### config.mk
export PLATFORM = sky130hd
export DESIGN_NAME = sram_like_req_arbiter_flat
export DESIGN_NICKNAME = d
export VERILOG_FILES = /design/src/rtl/sram_like_req_arbiter_if.sv /design/src/rtl/sram_like_req_arbiter.sv /design/src/flat_wrapper.sv
export SDC_FILE = /design/constraint.sdc
export NUM_CORES = 1
export LEC_CHECK = 0
export ABC_CLOCK_PERIOD_IN_PS = 4150
export BUFFER_PORTS_ARGS = -buffer_cell sky130_fd_sc_hd__buf_2
export CORE_AREA = 2 2 120 122
export DETAILED_ROUTE_END_ITERATION = 7
export DIE_AREA = 0 0 122 124
export SETUP_SLACK_MARGIN = 0.3
export SYNTH_ARGS = -nofsm -noshare
export SYNTH_HDL_FRONTEND = slang
export SYNTH_SLANG_ARGS = --single-unit
### constraint.sdc
create_clock -name clk -period 4.15 [get_ports clk]
set_input_delay 0.83 -clock clk [delete_from_list [all_inputs] [get_ports clk]]
set_output_delay 0.83 -clock clk [all_outputs]
set_load 0.05 [all_outputs]
### src/rtl/sram_like_req_arbiter_if.sv
// Sram-like bus bundle: the master drives the address phase, the slave returns the
// accept, response and read data.
interface sram_like_req_arbiter_if #(
  parameter int unsigned ADDR_W = 32,
  parameter int unsigned DATA_W = 32
);
  logic              req;
  logic              wr;
  logic [1:0]        size;
  logic [ADDR_W-1:0] addr;
  logic [DATA_W-1:0] wdata;
  logic              addr_ok;
  logic              data_ok;
  logic [DATA_W-1:0] rdata;

  modport master (
    output req, wr, size, addr, wdata,
    input  addr_ok, data_ok, rdata
  );

  modport slave (
    input  req, wr, size, addr, wdata,
    output addr_ok, data_ok, rdata
  );
endinterface

### src/rtl/sram_like_req_arbiter.sv
// Shares one sram-like slave between the inst and data masters; an in-order owner
// FIFO routes each response back. Define ARB_ROUND_ROBIN_EN for round-robin arbitration.
module sram_like_req_arbiter #(
  parameter int unsigned ADDR_W = 32,
  parameter int unsigned DATA_W = 32,
  parameter int unsigned OUTST  = 4
) (
  input  logic                          clk,
  input  logic                          resetn,
  sram_like_req_arbiter_if.slave        inst,
  sram_like_req_arbiter_if.slave        data,
  sram_like_req_arbiter_if.master       mem,
  output logic                          err_spurious
);

  localparam int unsigned PtrW = $clog2(OUTST);
  localparam int unsigned CntW = PtrW + 1;

  typedef enum logic {OwnInst = 1'b0, OwnData = 1'b1} owner_e;

  logic [OUTST-1:0] tag_q;
  logic [PtrW-1:0]  rd_ptr_q, rd_ptr_d;
  logic [PtrW-1:0]  wr_ptr_q, wr_ptr_d;
  logic [CntW-1:0]  count_q, count_d;
  logic             lock_q, lock_d;
  owner_e           lock_owner_q, lock_owner_d;
  logic             err_q, err_d;
  owner_e           grant;
  owner_e           head;
  logic             full, push, pop;
  logic [ADDR_W-1:0] granted_addr;
  logic [DATA_W-1:0] granted_wdata;

`ifdef ARB_ROUND_ROBIN_EN
  owner_e rr_last_q, rr_last_d;
`endif

  assign full = (count_q == CntW'(OUTST));
  assign head = owner_e'(tag_q[rd_ptr_q]);

  always_comb begin
    if (lock_q) begin
      grant = lock_owner_q;
    end else if (inst.req && data.req) begin
`ifdef ARB_ROUND_ROBIN_EN
      grant = (rr_last_q == OwnInst) ? OwnData : OwnInst;
`else
      grant = OwnData;
`endif
    end else if (data.req) begin
      grant = OwnData;
    end else begin
      grant = OwnInst;
    end
  end

  assign granted_addr  = (grant == OwnData) ? data.addr  : inst.addr;
  assign granted_wdata = (grant == OwnData) ? data.wdata : inst.wdata;

  // No bypass: a full FIFO blocks the grant even when a pop frees a slot this cycle.
  assign mem.req   = (inst.req | data.req) & ~full;
  assign mem.wr    = (grant == OwnData) ? data.wr   : inst.wr;
  assign mem.size  = (grant == OwnData) ? data.size : inst.size;
  assign mem.addr  = granted_addr;
  assign mem.wdata = granted_wdata;

  assign push = mem.req & mem.addr_ok;
  assign pop  = mem.data_ok & (count_q != '0);

  assign inst.addr_ok = push & (grant == OwnInst);
  assign data.addr_ok = push & (grant == OwnData);
  assign inst.data_ok = pop & (head == OwnInst);
  assign data.data_ok = pop & (head == OwnData);
  assign inst.rdata   = mem.rdata;
  assign data.rdata   = mem.rdata;
  assign err_spurious = err_q;

  always_comb begin
    rd_ptr_d     = rd_ptr_q;
    wr_ptr_d     = wr_ptr_q;
    count_d      = count_q + CntW'(push) - CntW'(pop);
    lock_d       = lock_q;
    lock_owner_d = lock_owner_q;
    err_d        = err_q;
    if (push) wr_ptr_d = wr_ptr_q + PtrW'(1);
    if (pop)  rd_ptr_d = rd_ptr_q + PtrW'(1);
    if (mem.req && !mem.addr_ok) begin
      lock_d       = 1'b1;
      lock_owner_d = grant;
    end else if (push) begin
      lock_d = 1'b0;
    end
    if (mem.data_ok && count_q == '0) err_d = 1'b1;
  end

`ifdef ARB_ROUND_ROBIN_EN
  assign rr_last_d = push ? grant : rr_last_q;
`endif

  always_ff @(posedge clk) begin
    if (!resetn) begin
      rd_ptr_q     <= '0;
      wr_ptr_q     <= '0;
      count_q      <= '0;
      lock_q       <= 1'b0;
      lock_owner_q <= OwnInst;
      err_q        <= 1'b0;
`ifdef ARB_ROUND_ROBIN_EN
      rr_last_q    <= OwnInst;
`endif
    end else begin
      rd_ptr_q     <= rd_ptr_d;
      wr_ptr_q     <= wr_ptr_d;
      count_q      <= count_d;
      lock_q       <= lock_d;
      lock_owner_q <= lock_owner_d;
      err_q        <= err_d;
`ifdef ARB_ROUND_ROBIN_EN
      rr_last_q    <= rr_last_d;
`endif
    end
  end

  // Owner tags need no reset: only entries between the pointers are ever read.
  always_ff @(posedge clk) begin
    if (push) tag_q[wr_ptr_q] <= grant;
  end

endmodule

### src/flat_wrapper.sv
// flat-port wrapper written by rule: the top's interface ports become plain ports
module sram_like_req_arbiter_flat 
#(
  parameter int unsigned ADDR_W = 32,
  parameter int unsigned DATA_W = 32,
  parameter int unsigned OUTST  = 4
)
  (clk, resetn, err_spurious, inst_req, inst_wr, inst_size, inst_addr, inst_wdata, inst_addr_ok, inst_data_ok, inst_rdata, data_req, data_wr, data_size, data_addr, data_wdata, data_addr_ok, data_data_ok, data_rdata, mem_req, mem_wr, mem_size, mem_addr, mem_wdata, mem_addr_ok, mem_data_ok, mem_rdata);
  sram_like_req_arbiter_if #(.ADDR_W(ADDR_W), .DATA_W(DATA_W)) inst_i ();
  sram_like_req_arbiter_if #(.ADDR_W(ADDR_W), .DATA_W(DATA_W)) data_i ();
  sram_like_req_arbiter_if #(.ADDR_W(ADDR_W), .DATA_W(DATA_W)) mem_i ();
  input  logic clk;
  input  logic resetn;
  output logic err_spurious;
  input wire logic [$bits(inst_i.req)-1:0] inst_req;
  input wire logic [$bits(inst_i.wr)-1:0] inst_wr;
  input wire logic [$bits(inst_i.size)-1:0] inst_size;
  input wire logic [$bits(inst_i.addr)-1:0] inst_addr;
  input wire logic [$bits(inst_i.wdata)-1:0] inst_wdata;
  output wire logic [$bits(inst_i.addr_ok)-1:0] inst_addr_ok;
  output wire logic [$bits(inst_i.data_ok)-1:0] inst_data_ok;
  output wire logic [$bits(inst_i.rdata)-1:0] inst_rdata;
  input wire logic [$bits(data_i.req)-1:0] data_req;
  input wire logic [$bits(data_i.wr)-1:0] data_wr;
  input wire logic [$bits(data_i.size)-1:0] data_size;
  input wire logic [$bits(data_i.addr)-1:0] data_addr;
  input wire logic [$bits(data_i.wdata)-1:0] data_wdata;
  output wire logic [$bits(data_i.addr_ok)-1:0] data_addr_ok;
  output wire logic [$bits(data_i.data_ok)-1:0] data_data_ok;
  output wire logic [$bits(data_i.rdata)-1:0] data_rdata;
  output wire logic [$bits(mem_i.req)-1:0] mem_req;
  output wire logic [$bits(mem_i.wr)-1:0] mem_wr;
  output wire logic [$bits(mem_i.size)-1:0] mem_size;
  output wire logic [$bits(mem_i.addr)-1:0] mem_addr;
  output wire logic [$bits(mem_i.wdata)-1:0] mem_wdata;
  input wire logic [$bits(mem_i.addr_ok)-1:0] mem_addr_ok;
  input wire logic [$bits(mem_i.data_ok)-1:0] mem_data_ok;
  input wire logic [$bits(mem_i.rdata)-1:0] mem_rdata;
  assign inst_i.req = inst_req;
  assign inst_i.wr = inst_wr;
  assign inst_i.size = inst_size;
  assign inst_i.addr = inst_addr;
  assign inst_i.wdata = inst_wdata;
  assign inst_addr_ok = inst_i.addr_ok;
  assign inst_data_ok = inst_i.data_ok;
  assign inst_rdata = inst_i.rdata;
  assign data_i.req = data_req;
  assign data_i.wr = data_wr;
  assign data_i.size = data_size;
  assign data_i.addr = data_addr;
  assign data_i.wdata = data_wdata;
  assign data_addr_ok = data_i.addr_ok;
  assign data_data_ok = data_i.data_ok;
  assign data_rdata = data_i.rdata;
  assign mem_req = mem_i.req;
  assign mem_wr = mem_i.wr;
  assign mem_size = mem_i.size;
  assign mem_addr = mem_i.addr;
  assign mem_wdata = mem_i.wdata;
  assign mem_i.addr_ok = mem_addr_ok;
  assign mem_i.data_ok = mem_data_ok;
  assign mem_i.rdata = mem_rdata;
  sram_like_req_arbiter #(.ADDR_W(ADDR_W), .DATA_W(DATA_W), .OUTST(OUTST)) u_core (.clk(clk), .resetn(resetn), .inst(inst_i), .data(data_i), .mem(mem_i), .err_spurious(err_spurious));
endmodule
==> results of run 1 <==
how the worst max path moves through the flow:
stage	startpoint	endpoint	slack, ns	cells past startpoint
after detailed placement	data_req	mem_wdata[6]	1.0	6
after global placement	data_req	mem_wdata[13]	0.98	6
final	data_req	mem_wdata[6]	1.05	6
after floorplan	data_req	inst_addr_ok	0.93	4
after global routing	data_req	mem_wdata[5]	0.91	7
after CTS	data_req	mem_wdata[6]	1.0	6
power groups by stage:
stage | Sequential, mW | Clock, mW | Combinational, mW
floorplan | 0.212 | 0 | 0.911
global placement | 0.210 | 0 | 0.992
detailed placement | 0.210 | 0 | 0.998
CTS | 0.209 | 0.201 | 1.00
global route | 0.214 | 0.212 | 1.07
finish | 0.209 | 0.195 | 0.987
cells in the final DEF, fill, tap and decap left out, types with 2 or more instances in the layout:
cell / instances
sky130_fd_sc_hd__inv_1: 7
sky130_fd_sc_hd__mux2i_1: 2
sky130_fd_sc_hd__clkbuf_16: 3
sky130_fd_sc_hd__nand2_1: 205
sky130_fd_sc_hd__nor2_1: 3
sky130_fd_sc_hd__buf_2: 212
sky130_fd_sc_hd__ha_1: 6
sky130_fd_sc_hd__edfxtp_1: 4
sky130_fd_sc_hd__nor2b_1: 2
sky130_fd_sc_hd__nor3_1: 4
sky130_fd_sc_hd__and2_1: 9
sky130_fd_sc_hd__xnor2_1: 4
sky130_fd_sc_hd__dfxtp_1: 10
synth_stat cells:
master / n
sky130_fd_sc_hd__nand2_1: 205
sky130_fd_sc_hd__buf_4: 65
sky130_fd_sc_hd__buf_2: 10
sky130_fd_sc_hd__dfxtp_1: 10
sky130_fd_sc_hd__and2_1: 9
sky130_fd_sc_hd__inv_1: 7
sky130_fd_sc_hd__ha_1: 6
sky130_fd_sc_hd__edfxtp_1: 4
sky130_fd_sc_hd__nor3_1: 4
sky130_fd_sc_hd__xnor2_1: 4
sky130_fd_sc_hd__nor2_1: 3
sky130_fd_sc_hd__buf_6: 2
sky130_fd_sc_hd__clkbuf_1: 2
sky130_fd_sc_hd__mux2i_1: 2
sky130_fd_sc_hd__nor2b_1: 2
sky130_fd_sc_hd__a21boi_1: 1
sky130_fd_sc_hd__a21oi_1: 1
sky130_fd_sc_hd__fa_1: 1
sky130_fd_sc_hd__inv_2: 1
sky130_fd_sc_hd__mux2i_2: 1
sky130_fd_sc_hd__mux4_2: 1
sky130_fd_sc_hd__nor2_2: 1
sky130_fd_sc_hd__nor3b_4: 1
sky130_fd_sc_hd__o21ai_0: 1
sky130_fd_sc_hd__o21ai_1: 1
sky130_fd_sc_hd__o221a_1: 1
sky130_fd_sc_hd__o311ai_1: 1
sky130_fd_sc_hd__o31ai_2: 1
sky130_fd_sc_hd__or3_1: 1
flip-flops by register name, summed over array words and instances (netlist names):
register	flops
u_core.count_q	3
u_core.err_spurious	1
u_core.lock_owner_q	1
u_core.lock_q	1
u_core.rd_ptr_q	2
u_core.tag_q	4
u_core.wr_ptr_q	2
kinds of logic (layout without fill, tap and decap cells):
logic type                 count (synthesis)  in the layout  synth area share
DFF                                       14             14             0.155
adders and majority gates                  7              7            0.0461
and+or+nand+nor                          226            226             0.437
xor gates and xnor gates                   4              4            0.0170
buffers and inverters                     87            226             0.290
muxes                                      4              4            0.0273
AOI/OAI and AO/OA                          7              7            0.0267
per-stage QoR:
| stage | area, sq um | setup slack, ns | hold slack (ns) | util |
|---|---|---|---|---|
| global route | 2900 | 0.909 | 0.535 | 0.212 |
| detailed placement | 2820 | 0.999 | 0.475 | 0.205 |
| floorplan | 2060 | 0.925 | 0.445 | - |
| CTS | 2900 | 0.997 | 0.487 | 0.212 |
| global placement | 2820 | 0.984 | 0.473 | 0.205 |
| finish | 2900 | 1.05 | 0.485 | 0.212 |
worst max-delay path, stage by stage:
cell and delay (ns):
sky130_fd_sc_hd__buf_2 0.12, sky130_fd_sc_hd__mux2i_4 0.15, sky130_fd_sc_hd__buf_4 0.56, sky130_fd_sc_hd__nand2_1 0.17
sky130_fd_sc_hd__nand2_1 0.10, sky130_fd_sc_hd__buf_2 0.26
final cells by class:
class,instances,area (sq um),share of cell area
Clock buffer,4,88.8,0.0306
Inverter,8,30.0,0.0103
Multi-Input combinational cell,248,1150,0.396
Sequential cell,14,320,0.110
Tap cell,180,225,0.0776
Timing Repair Buffer,214,1090,0.375
routing by layer:
metal  vias up  routed length, um
met5         -                  0
met4         0                245
met3        29                785
met2       147               3380
met1       987               3100
li1       1272                  -
==> results, run 1 <==
- The maximum root-to-sink buffer count is 2.
- The number of hold buffers added after CTS was 0.
- Row generation in the floorplan step produced 43 rows.
- Headroom to the max-slew limit came out at 0.524.
- Entering global routing, the biggest net connects 69 pins.
- In this run the register-to-register setup slack is 1.86 ns.
- The startpoint of the worst hold path is u_core.err_spurious.
- Routability-driven placement finished with a final weighted congestion of 0.686.
- For the pin with the worst max-slew slack, the measured transition is 0.714 ns.
- The number of cells produced by synthesis is 349.
- After routing, the total negative slack on setup checks comes to 0 ns.
- The detail route stage leaves a number of antenna-violating nets equal to 0.
- The count of nets after finishing is between 600 and 700.
- The switching power total is 804 uW.
- The number of placed instances, taps included is 664.
- The total clock buffers created by CTS is 3.
- The post-synthesis cell type with the largest combined area is sky130_fd_sc_hd__nand2_1.
- The switching fraction of total power is 0.578.
- The clock tree root driver cell is sky130_fd_sc_hd__clkbuf_16.
- The critical register-to-register path endpoint is u_core.count_q[2].
- After detailed routing, the average wire length per cell comes to 11.2 um.
- The timing-limited maximum frequency is 322 MHz.
- The fraction of layout cells with a size suffix above 1 is 0.459.
- For met1 alone, demand over resource in global routing was 0.107.
- The flow ran to the end, and the final reports show no timing, DRC or antenna violations.
- The x dimension of the die is between 100 and 150 um.
- Setup repair after global routing left no endpoint under its margin.
- The number of antenna diodes in the final layout is 0.
- In this run, distinct cell masters in the synthesized netlist total 29.
- In this run the static leakage power is around 1.8 nW.
- The share of total power dissipated in combinational logic is 0.710.
- The final count of hold timing violations is 0.
- In the finished design, the share of the clock period the worst path needs comes to 0.748.
- For this design, the sink count on the clock tree is 14.
- Counting every net in the synthesized netlist gives 528.
- The fraction of met3 tracks used by global routing is 0.0211.
- The internal portion of the total power is 587 uW.
- STA classifies the critical path startpoint as an input port.
- The number of DRC markers in iteration 0 is 74.
- For this run, the register share of the synthesized area comes to 0.155.
- The number of post-CTS setup repair buffers is 0.
- The count of unresolved DRC violations after routing is 0.
- The post-cts repair resize count is 0.
- Across all layers, the routed design uses 2435 vias.
- Wires add up to 7510 um.
- By area the synthesized netlist is led by sky130_fd_sc_hd__nand2_1, sky130_fd_sc_hd__buf_4, sky130_fd_sc_hd__dfxtp_1, sky130_fd_sc_hd__edfxtp_1, sky130_fd_sc_hd__ha_1.
- The total half-perimeter wirelength after legalization and detailed placement is 6110 um.
- The mapped netlist covers 2060 sq um.
- The number of iterations in the first detailed-routing pass is 4.
- Counting flops and latches in the post-synthesis netlist gives 14.
- The share of power burned in the clock network is 0.140.
- The number of vias per cell after detailed routing is 3.65.
- After clock tree synthesis, the clock-pin slew on the worst setup and hold paths is 0.04 ns.
- The number of global-route vias before repair is about 2100.
- The tool flagged a number of max-cap violations equal to 0.
- Port buffering added 212 buffers.
- Counting the fill cells in the layout gives approximately 1600.
- The source of the worst register-to-register timing path is u_core.count_q[1].
- The average cell area after synthesis is 5.90 sq um.
- The count of cells along the worst hold path is 2.
- The worst path required time is 3.32 ns.
- The portion of total power attributed to sequential cells is 0.150.
- The Yosys step of the flow raised 0 warnings.
- The layer carrying the most global-route usage is met2.
- For met2 alone, demand over resource in global routing was 0.141.
- On the final layout, the worst clock skew is 0.00111 ns.
- For this configuration, the core starts out at a cell density of 0.150.
- The die covers 15100 sq um.
- 309 I/O pins were placed.
- The terminating pin of the worst hold path is u_core.err_spurious.
- The all-layer global routing usage is 0.0865.
- The floorplan core area is 13700 sq um.
- Counting I/O delays and the setup requirement, the final critical path takes a little over 3 ns.
- Excluding fillers, the count of instances in the completed layout stands at 668.
- Measured in cells, the most critical reg-to-reg path has a length of 9.
- For this run the aggregate overflow at the end of global routing stands at 0.
- IR analysis of the VDD net gives a maximum drop of 362 uV.
- From synthesis to final layout, the design area changed by 40.9%.
- Of the post-synthesis cell area, the dominant cell type holds 0.373.
- The total of endpoints with negative setup slack in the final report is 0.
- The maximum net fanout on the critical path is 68.
- The number of antenna violations at the first check in global routing came to 0.
- The design draws ~1.4 mW.
- The final number of max-transition violations is 0.
- The source-to-sink clock delay at the later pin of the worst-skew pair is 0.24 ns.
- The min-delay analysis places its worst path in the category reg2reg.
- The wire length of the first global-routing pass is 10400 um.
- The CTS tree is built.
- The die height is 124 um.
- Data arrives at the worst endpoint at roughly 2.3 ns.
- The kind of capture point of the worst setup path is a primary output.
- In this run the number of H-tree levels came out at 1.
- The kind of critical path is in2out.
- The power per cell area is ~480 nW/um^2.
Power figures use the tool's default switching activity.
==> inputs of run 2 (changes only) <==
Settings changed: ABC_AREA from default to 1, ABC_CLOCK_PERIOD_IN_PS 4150 to 2600, CORE_AREA 2 2 120 122 to 2 2 118 120, DIE_AREA 0 0 122 124 to 0 0 120 122.
Clock period 4.15 ns to 2.6 ns, I/O delays scaled along.
==> results, run 2 <==
- The via count is 2568 (+5.5%).
- The die height is 122 um (-1.6%).
- STA classifies the critical path startpoint as an input port.
- From synthesis to final layout, the design area changed by 42.2%.
- The min-delay analysis places its worst path in the category reg2reg.
- The average cell area after synthesis is 5.45 sq um (-7.7%).
- The critical path starts at data_req.
- The count of different cell masters after synthesis is 22 (-24%).
- The largest registers in the layout are u_core.tag_q x4, u_core.count_q x3.
- The maximum net fanout on the critical path is 42 (-38%).
- The number of enable flip-flop cells after synthesis was 4 (unchanged).
- The relative slew slack is 0.828 (+0.305).
- The part of the power in combinational logic is 0.712 (+0.002).
- The CTS tree is built.
- The power per cell area is 708 nW/um^2 (+48%).
- The flip-flop count of the largest register after layout is 4 (unchanged).
- The mean routed wirelength per cell is 9.82 um (-13%).
- The largest vdd supply drop is 248 uV (-31%).
- The area share of the leading cell type in the synthesized netlist is 0.401 (+0.0274).
- Among all flip-flop cells after synthesis, the most frequent one is sky130_fd_sc_hd__dfxtp_1.
- In the post-synthesis netlist, the biggest area contributors are sky130_fd_sc_hd__nand2_1, sky130_fd_sc_hd__buf_4, sky130_fd_sc_hd__dfxtp_1, sky130_fd_sc_hd__edfxtp_1, sky130_fd_sc_hd__inv_1.
- The sequential-to-total area share from yosys stat came to 0.153 (-0.00205).
- The slowest cell on the critical path is sky130_fd_sc_hd__buf_2.
- The total half-perimeter wirelength after legalization and detailed placement is 5670 um (-7.2%).
- The time the final worst path needs with I/O delays and setup is 2.18 ns.
- Counting flops per register, the top entry is u_core.tag_q.
- Of the available clock period, the critical path in the final layout requires 0.839.
- The number of iterations in the first detailed-routing pass came to 4 (unchanged).
- The share of power burned in the clock network is 0.141 (about the same).
- The I/O pin count is 309 (unchanged).
- The floorplan core area is 13500 sq um (-1.6%).
- The source of the worst register-to-register timing path is u_core.count_q[1].
- The all-layer global routing usage came to 0.0816 (-0.00488).
- The most common cell after layout, fill and taps aside is sky130_fd_sc_hd__nand2_1.
- The number of buffer and inverter stages on the critical path is 4 (+1).
- The endpoint arrival time on the critical path is 1.66 ns (-0.61 ns).
- The number of clock sinks came to 14 (unchanged).
- The fraction of layout cells with a size suffix above 1 is 0.423 (-0.0362).
- The minimum setup slack in the final design came to 0.419 ns (-0.626 ns).
- The mapped cell area is 2090 sq um (+1.3%).
- The max-capacitance violation count is 0 (unchanged).
- The most repeated cell in the gate-level netlist after synthesis is sky130_fd_sc_hd__nand2_1.
- The number of cells produced by synthesis is 383 (+9.7%).
- The critical path is of the in2out type.
- The post-synthesis cell type with the largest combined area is sky130_fd_sc_hd__nand2_1.
- The number of post-CTS setup repair buffers is 0 (unchanged).
- The final count of hold timing violations is 0 (unchanged).
- The timing-limited maximum frequency is about 460 MHz.
- The final antenna-violating net count is 0 (unchanged).
- The total non-filler cell area in the finished layout is 2970 sq um (+2.2%).
- The signal on the critical path passes through buf_2, inv_1, or2_1, nand2_2, buf_12, nand2_1, nand2_1, buf_2.
- The post-place instance area came to 2870 sq um (+2.1%).
- The worst path required time is 2.08 ns (-1.24 ns).
- The total negative slack is 0 ns (unchanged).
- STA classifies the critical path endpoint as a primary output.
- The worst stage delay on the critical path was 0.25 ns (-0.31 ns).
- The worst-case hold slack is 0.448 ns (-0.0370 ns).
- The antenna diode count was 0 (unchanged).
- The global placer's final weighted congestion is 0.780 (+14%).
- The standby leakage power is 1.93 nW (+7.7%).
- The x dimension of the die is 120 um (-1.6%).
- The count of buffers from port buffering is 212 (unchanged).
- The pin count of the biggest net entering global routing is 43 (-38%).
- The count of state elements after synthesis came to 14 (unchanged).
- The worst slack at placement was 0.338 ns (-0.661 ns).
- The internal power summed over all cells is 875 uW (+49%).
- The count of nets after finishing is 705 (+5.5%).
- The startpoint identified for the worst hold timing path is u_core.err_spurious.
- The source-to-sink clock delay at the later pin of the worst-skew pair was 0.24 ns (about the same).
- The number of global-route vias before repair is 2082 (-2.5%).
- The Yosys warning count is 0 (unchanged).
- The switching power total is 1.23 mW (+52%).
- The number of DRC markers in iteration 0 is 93 (+26%).
- The run finished with clean final reports.
- Counting instances in the post-synthesis netlist gives the leading cell types as sky130_fd_sc_hd__nand2_1, sky130_fd_sc_hd__buf_4, sky130_fd_sc_hd__inv_1.
- The overall die area is 14600 sq um (-3.2%).
- The count of unresolved DRC violations after routing was 0 (unchanged).
- The clock-pin transition on the worst setup and hold timing paths is 0.05 ns (about the same).
- The starting utilization of the core area was 0.155 (+0.00443).
- The H-tree depth is 1 (unchanged).
- The transition at the pin with the smallest max-transition slack was 0.255 ns (-0.460 ns).
- The maximum root-to-sink buffer count is 2 (unchanged).
- Setup repair after global routing could not meet its margin everywhere.
- The final setup skew was 0.00166 ns (+0.000552 ns).
- The total of endpoints with negative setup slack in the final report is 0 (unchanged).
- The number of vias per cell after detailed routing is 3.64 (about the same).
- The number of placement rows was 43 (unchanged).
- The total congestion overflow after global routing came to 0 (unchanged).
- The largest delay contributor family on the critical path is buffers and inverters.
- The wire length reported by the detailed router was 6920 um (-7.9%).
- The switching fraction of total power is 0.583 (+0.00534).
- The number of antenna violations at the first check in global routing came to 0 (unchanged).
- The total of hold buffers inserted after clock tree synthesis was 0 (unchanged).
- The total nets after synthesis came to 562 (+6.4%).
- The final number of max-transition violations is 0 (unchanged).
- The post-cts repair resize count was 0 (unchanged).
- The cell sitting at the root of the clock tree is a sky130_fd_sc_hd__clkbuf_16.
- The wire length of the first global-routing pass is 9700 um (-6.7%).
- Leaving out fill and tap cells, the most frequent cells in the layout are sky130_fd_sc_hd__nand2_1, sky130_fd_sc_hd__buf_2, sky130_fd_sc_hd__inv_1.
- The proportion of synthesized flip-flops having asynchronous set or reset is 0 (unchanged).
- The portion of total power attributed to sequential cells is 0.147 (-0.003).
- The overall power of the completed layout is 2.10 mW (+51%).
- The total clock buffers created by CTS is 3 (unchanged).
-- run 2: cell types whose count changed after synthesis, sizes merged, moves of 3 or more --
cell   previous run  this run
inv               8        27
nand2           205       224
nor2              4        16
and2              9         1
nand3             0         5
a21oi             1         5
nor3              4         0
xnor2             4         0
mux2i             3         0
-- run 2: routing by layer --
layer,vias to the layer above,GRT usage,part of all wire
met5,-,0,0
met4,0,0.0419,0.034
met3,29,0.0187,0.098
met2,156,0.134,0.47
met1,1028,0.0995,0.40
li1,1355,-,-
-- run 2: path summary, 6_finish.rpt --
check	cells past startpoint	slack (ns)	endpoint
max	8	0.42	mem_size[0]
min	2	0.45	u_core.err_spurious
max reg2reg	11	0.54	u_core.count_q[2]
min reg2reg	2	0.45	u_core.err_spurious
-- run 2: cell type report --
cell class / instances / area, sq um
Clock buffer: 4 / 78.8
Fill cell: 1537 / 10500
Inverter: 27 / 101
Multi-Input combinational cell: 264 / 1100
Sequential cell: 14 / 320
Tap cell: 180 / 225
Timing Repair Buffer: 216 / 1140
-- run 2: metrics by stage --
stage | utilization | cells
2_1_floorplan | - | 383
3_3_place_gp | 0.213 | 701
3_5_place_dp | 0.213 | 701
4_1_cts | 0.219 | 705
5_1_grt | 0.220 | 705
6_report | 0.220 | 705
-- run 2: power by group through the flow --
stage | logic (mW) | clock network [mW] | registers (mW)
floorplan | 1.37 | 0 | 0.322
global route | 1.63 | 0.315 | 0.315
detailed placement | 1.50 | 0 | 0.312
global placement | 1.49 | 0 | 0.312
finish | 1.50 | 0.296 | 0.308
CTS | 1.50 | 0.300 | 0.308
-- run 2: cells by family after synthesis --
logic type      after synthesis  share of synthesized area
flops                        14                      0.153
fa+ha+maj                     7                     0.0455
simple gates                248                      0.456
xor+xnor                      1                    0.00419
buf+inv                     105                      0.321
compound gates                8                     0.0204
-- run 2: worst reg2reg max path, stage by stage (launching register included) --
cell and delay [ns]:
sky130_fd_sc_hd__dfxtp_1 0.33, sky130_fd_sc_hd__nor2_1 0.19, sky130_fd_sc_hd__nand2_1 0.12, sky130_fd_sc_hd__nand2_1 0.16
sky130_fd_sc_hd__inv_1 0.08, sky130_fd_sc_hd__ha_1 0.27, sky130_fd_sc_hd__inv_1 0.04, sky130_fd_sc_hd__ha_1 0.18
sky130_fd_sc_hd__fa_1 0.35, sky130_fd_sc_hd__inv_1 0.07, sky130_fd_sc_hd__and2_1 0.12, sky130_fd_sc_hd__nor2_1 0.04
==> inputs of run 3 (changes only) <==
Settings changed: ABC_CLOCK_PERIOD_IN_PS 2600 to 2000.
Clock period 2.6 ns to 2 ns, I/O delays scaled along.
==> results, run 3 (synthesis gave the netlist of run 2 again) <==
- The x dimension of the die was 120 um (unchanged).
- The final setup skew is 0.00252 ns (+0.000863 ns).
- The via count is 2707 (+5.4%).
- The area taken by flip-flops and latches was 332 sq um (+3.5%).
- The total half-perimeter wirelength after legalization and detailed placement came to 6820 um (+20%).
- The all-layer global routing usage is 0.0969 (+0.0153).
- The worst path required time is 1.60 ns (-0.48 ns).
- The flip-flop count of the largest register after layout came to 4 (unchanged).
- The final cell utilization of the core is 0.286 (+0.0664).
- The number of global-route vias before repair is 2311 (+11%).
- The endpoint arrival time on the critical path came to 1.53 ns (-0.13 ns).
- The number of placement rows was 43 (unchanged).
- The maximum root-to-sink buffer count is 2 (unchanged).
- The I/O pin count is 309 (unchanged).
- The number of vias per cell after detailed routing is 3.79 (+3.9%).
- The filler cell count came to 1458 (-5.1%).
- The total area of multi-input combinational cells is 1410 sq um (+28%).
- CTS placed an instance of sky130_fd_sc_hd__clkbuf_16 at the clock tree root.
- The global placer's final weighted congestion is 0.697 (-11%).
- Static timing analysis puts the maximum clock frequency at 518 MHz.
- The clock-pin transition on the worst setup and hold timing paths was 0.05 ns (about the same).
- The register with the most flip-flops in the final layout is u_core.tag_q.
- The worst setup path is captured at a primary output.
- The relative area change from synthesis to final layout is 85.1%.
- The total clock buffers created by CTS is 3 (unchanged).
- The die height came to 122 um (unchanged).
- The CTS tree is built.
- The fraction of layout cells with a size suffix above 1 is 0.613 (+0.190).
- The total congestion overflow after global routing came to 0 (unchanged).
- The number of DRC markers in iteration 0 is 88 (-5.4%).
- The power per cell area is 903 nW/um^2 (+28%).
- The post-route clock period utilization is 0.964.
- The run finished with clean final reports.
- The transition at the pin with the smallest max-transition slack is 0.374 ns (+0.120 ns).
- The final count of hold timing violations is 0 (unchanged).
- The worst hold path belongs to the class in2reg.
- The overall die area is 14600 sq um (unchanged).
- The count of buffers from port buffering came to 212 (unchanged).
- The number of iterations in the first detailed-routing pass is 4 (unchanged).
- Setup repair after global routing could not meet its margin everywhere.
- The max-capacitance violation count is 0 (unchanged).
- The mean routed wirelength per cell is 13.0 um (+32%).
- The total of endpoints with negative setup slack in the final report is 0 (unchanged).
- The number of clock sinks is 14 (unchanged).
- The source-to-sink clock delay at the later pin of the worst-skew pair is 0.24 ns (about the same).
- The largest registers in the layout are u_core.tag_q x4, u_core.count_q x3.
- The total negative slack is 0 ns (unchanged).
- The final antenna-violating net count is 0 (unchanged).
- The count of nets after finishing is 715 (+1.4%).
- In the layout the commonest cells are sky130_fd_sc_hd__nand2_1, sky130_fd_sc_hd__buf_2, sky130_fd_sc_hd__nand2_2.
- The final number of max-transition violations is 0 (unchanged).
- The standby leakage power came to 2.17 nW (+12%).
- The relative slew slack is 0.749 (-0.0790).
- The count of unresolved DRC violations after routing is 0 (unchanged).
- The pin count of the biggest net entering global routing was 38 (-12%).
- The maximum net fanout on the critical path is 19 (-55%).
- Leaving out fill and tap cells, the most frequent cell in the layout is sky130_fd_sc_hd__nand2_1.
- The H-tree depth is 1 (unchanged).
- The smallest clock period supported by the final layout is computed as 1.93 ns.
- The number of antenna violations at the first check in global routing came to 1 (+1).
- The wire length of the first global-routing pass is 11300 um (+17%).
- The worst setup path is launched from a flip-flop.
- The floorplan core area is 13500 sq um (unchanged).
- The wire length reported by the detailed router is 9270 um (+34%).
- The kind of critical path is reg2out.
- The antenna diode count is 0 (unchanged).
- The largest vdd supply drop was 386 uV (+56%).
- The starting utilization of the core area is 0.155 (unchanged).
==> run 3: cell count changes in the layout (fill, tap and decap cells not counted), moves of 8 or more <==
cell	delta
sky130_fd_sc_hd__nand2_4	+8
sky130_fd_sc_hd__buf_12	+9
sky130_fd_sc_hd__buf_6	+48
sky130_fd_sc_hd__buf_2	-65
sky130_fd_sc_hd__nand2_2	+65
sky130_fd_sc_hd__buf_4	+21
sky130_fd_sc_hd__nand2_1	-74
==> run 3: stage by stage <==
stage                     instance area [sq um]  instances  worst slack (ns)  hold WS [ns]  total power, mW
final                                      3870        715            0.0712         0.457             3.49
after global routing                       3870        715           0.00653         0.484             3.72
after CTS                                  3540        708            0.0734         0.458             3.18
after detailed placement                   3220        704            0.0218         0.457             2.61
after global placement                     3220        704            0.0179         0.442             2.60
after floorplan                            2280        383             0.216         0.448             2.31
==> run 3: worst max-delay path, cell delays in order, from the launching register on <==
cell	delay (ns)
sky130_fd_sc_hd__dfxtp_2	0.32
sky130_fd_sc_hd__or2_4	0.27
sky130_fd_sc_hd__nand2_8	0.11
sky130_fd_sc_hd__clkinv_8	0.10
sky130_fd_sc_hd__buf_12	0.17
sky130_fd_sc_hd__nand2_1	0.08
sky130_fd_sc_hd__nand2_2	0.05
sky130_fd_sc_hd__buf_4	0.18
==> run 3: power breakdown <==
part / switching, mW / internal, mW / leakage (nW)
Combinational: 1.69 / 1.00 / 2.01
Sequential: 0.0556 / 0.370 / 0.122
Clock: 0.109 / 0.264 / 0.0385
Total: 1.85 / 1.64 / 2.17
==> run 3: what timing repair did <==
| item | in CTS | in global routing |
|---|---|---|
| endpoints found under the hold margin | 0 | 0 |
| setup buffers | 0 | 3 |
| gates cloned | 0 | 4 |
| hold buffers | 0 | 0 |
| endpoints found under the setup margin | 73 | 74 |
| pin swaps | 0 | 11 |
| gates resized for setup | 85 | 68 |
==> run 3: layout make-up <==
type                    count  share of cell area
repair buffers            226               0.442
flip-flops and latches     14              0.0858
clock buffers               3              0.0194
well taps                 180              0.0583
inverters                  27              0.0294
clock inverters             1            0.000971
multi-input cells         264               0.364
==> run 3: final timing paths <==
kind | start | to | cells after the start | slack (ns)
max | u_core.lock_q | mem_wdata[22] | 7 | 0.07
max reg2reg | u_core.count_q[1] | u_core.count_q[2] | 11 | 0.21
min reg2reg | u_core.lock_q | u_core.lock_q | 2 | 0.48
min | resetn | u_core.count_q[1] | 3 | 0.46
==> run 3: routing by layer <==
metal,vias up,wire [um],global-route usage
li1,1379,-,-
met1,1148,3130,0.107
met2,144,4540,0.157
met3,34,1350,0.0571
met4,2,235,0.0279
met5,-,13,0
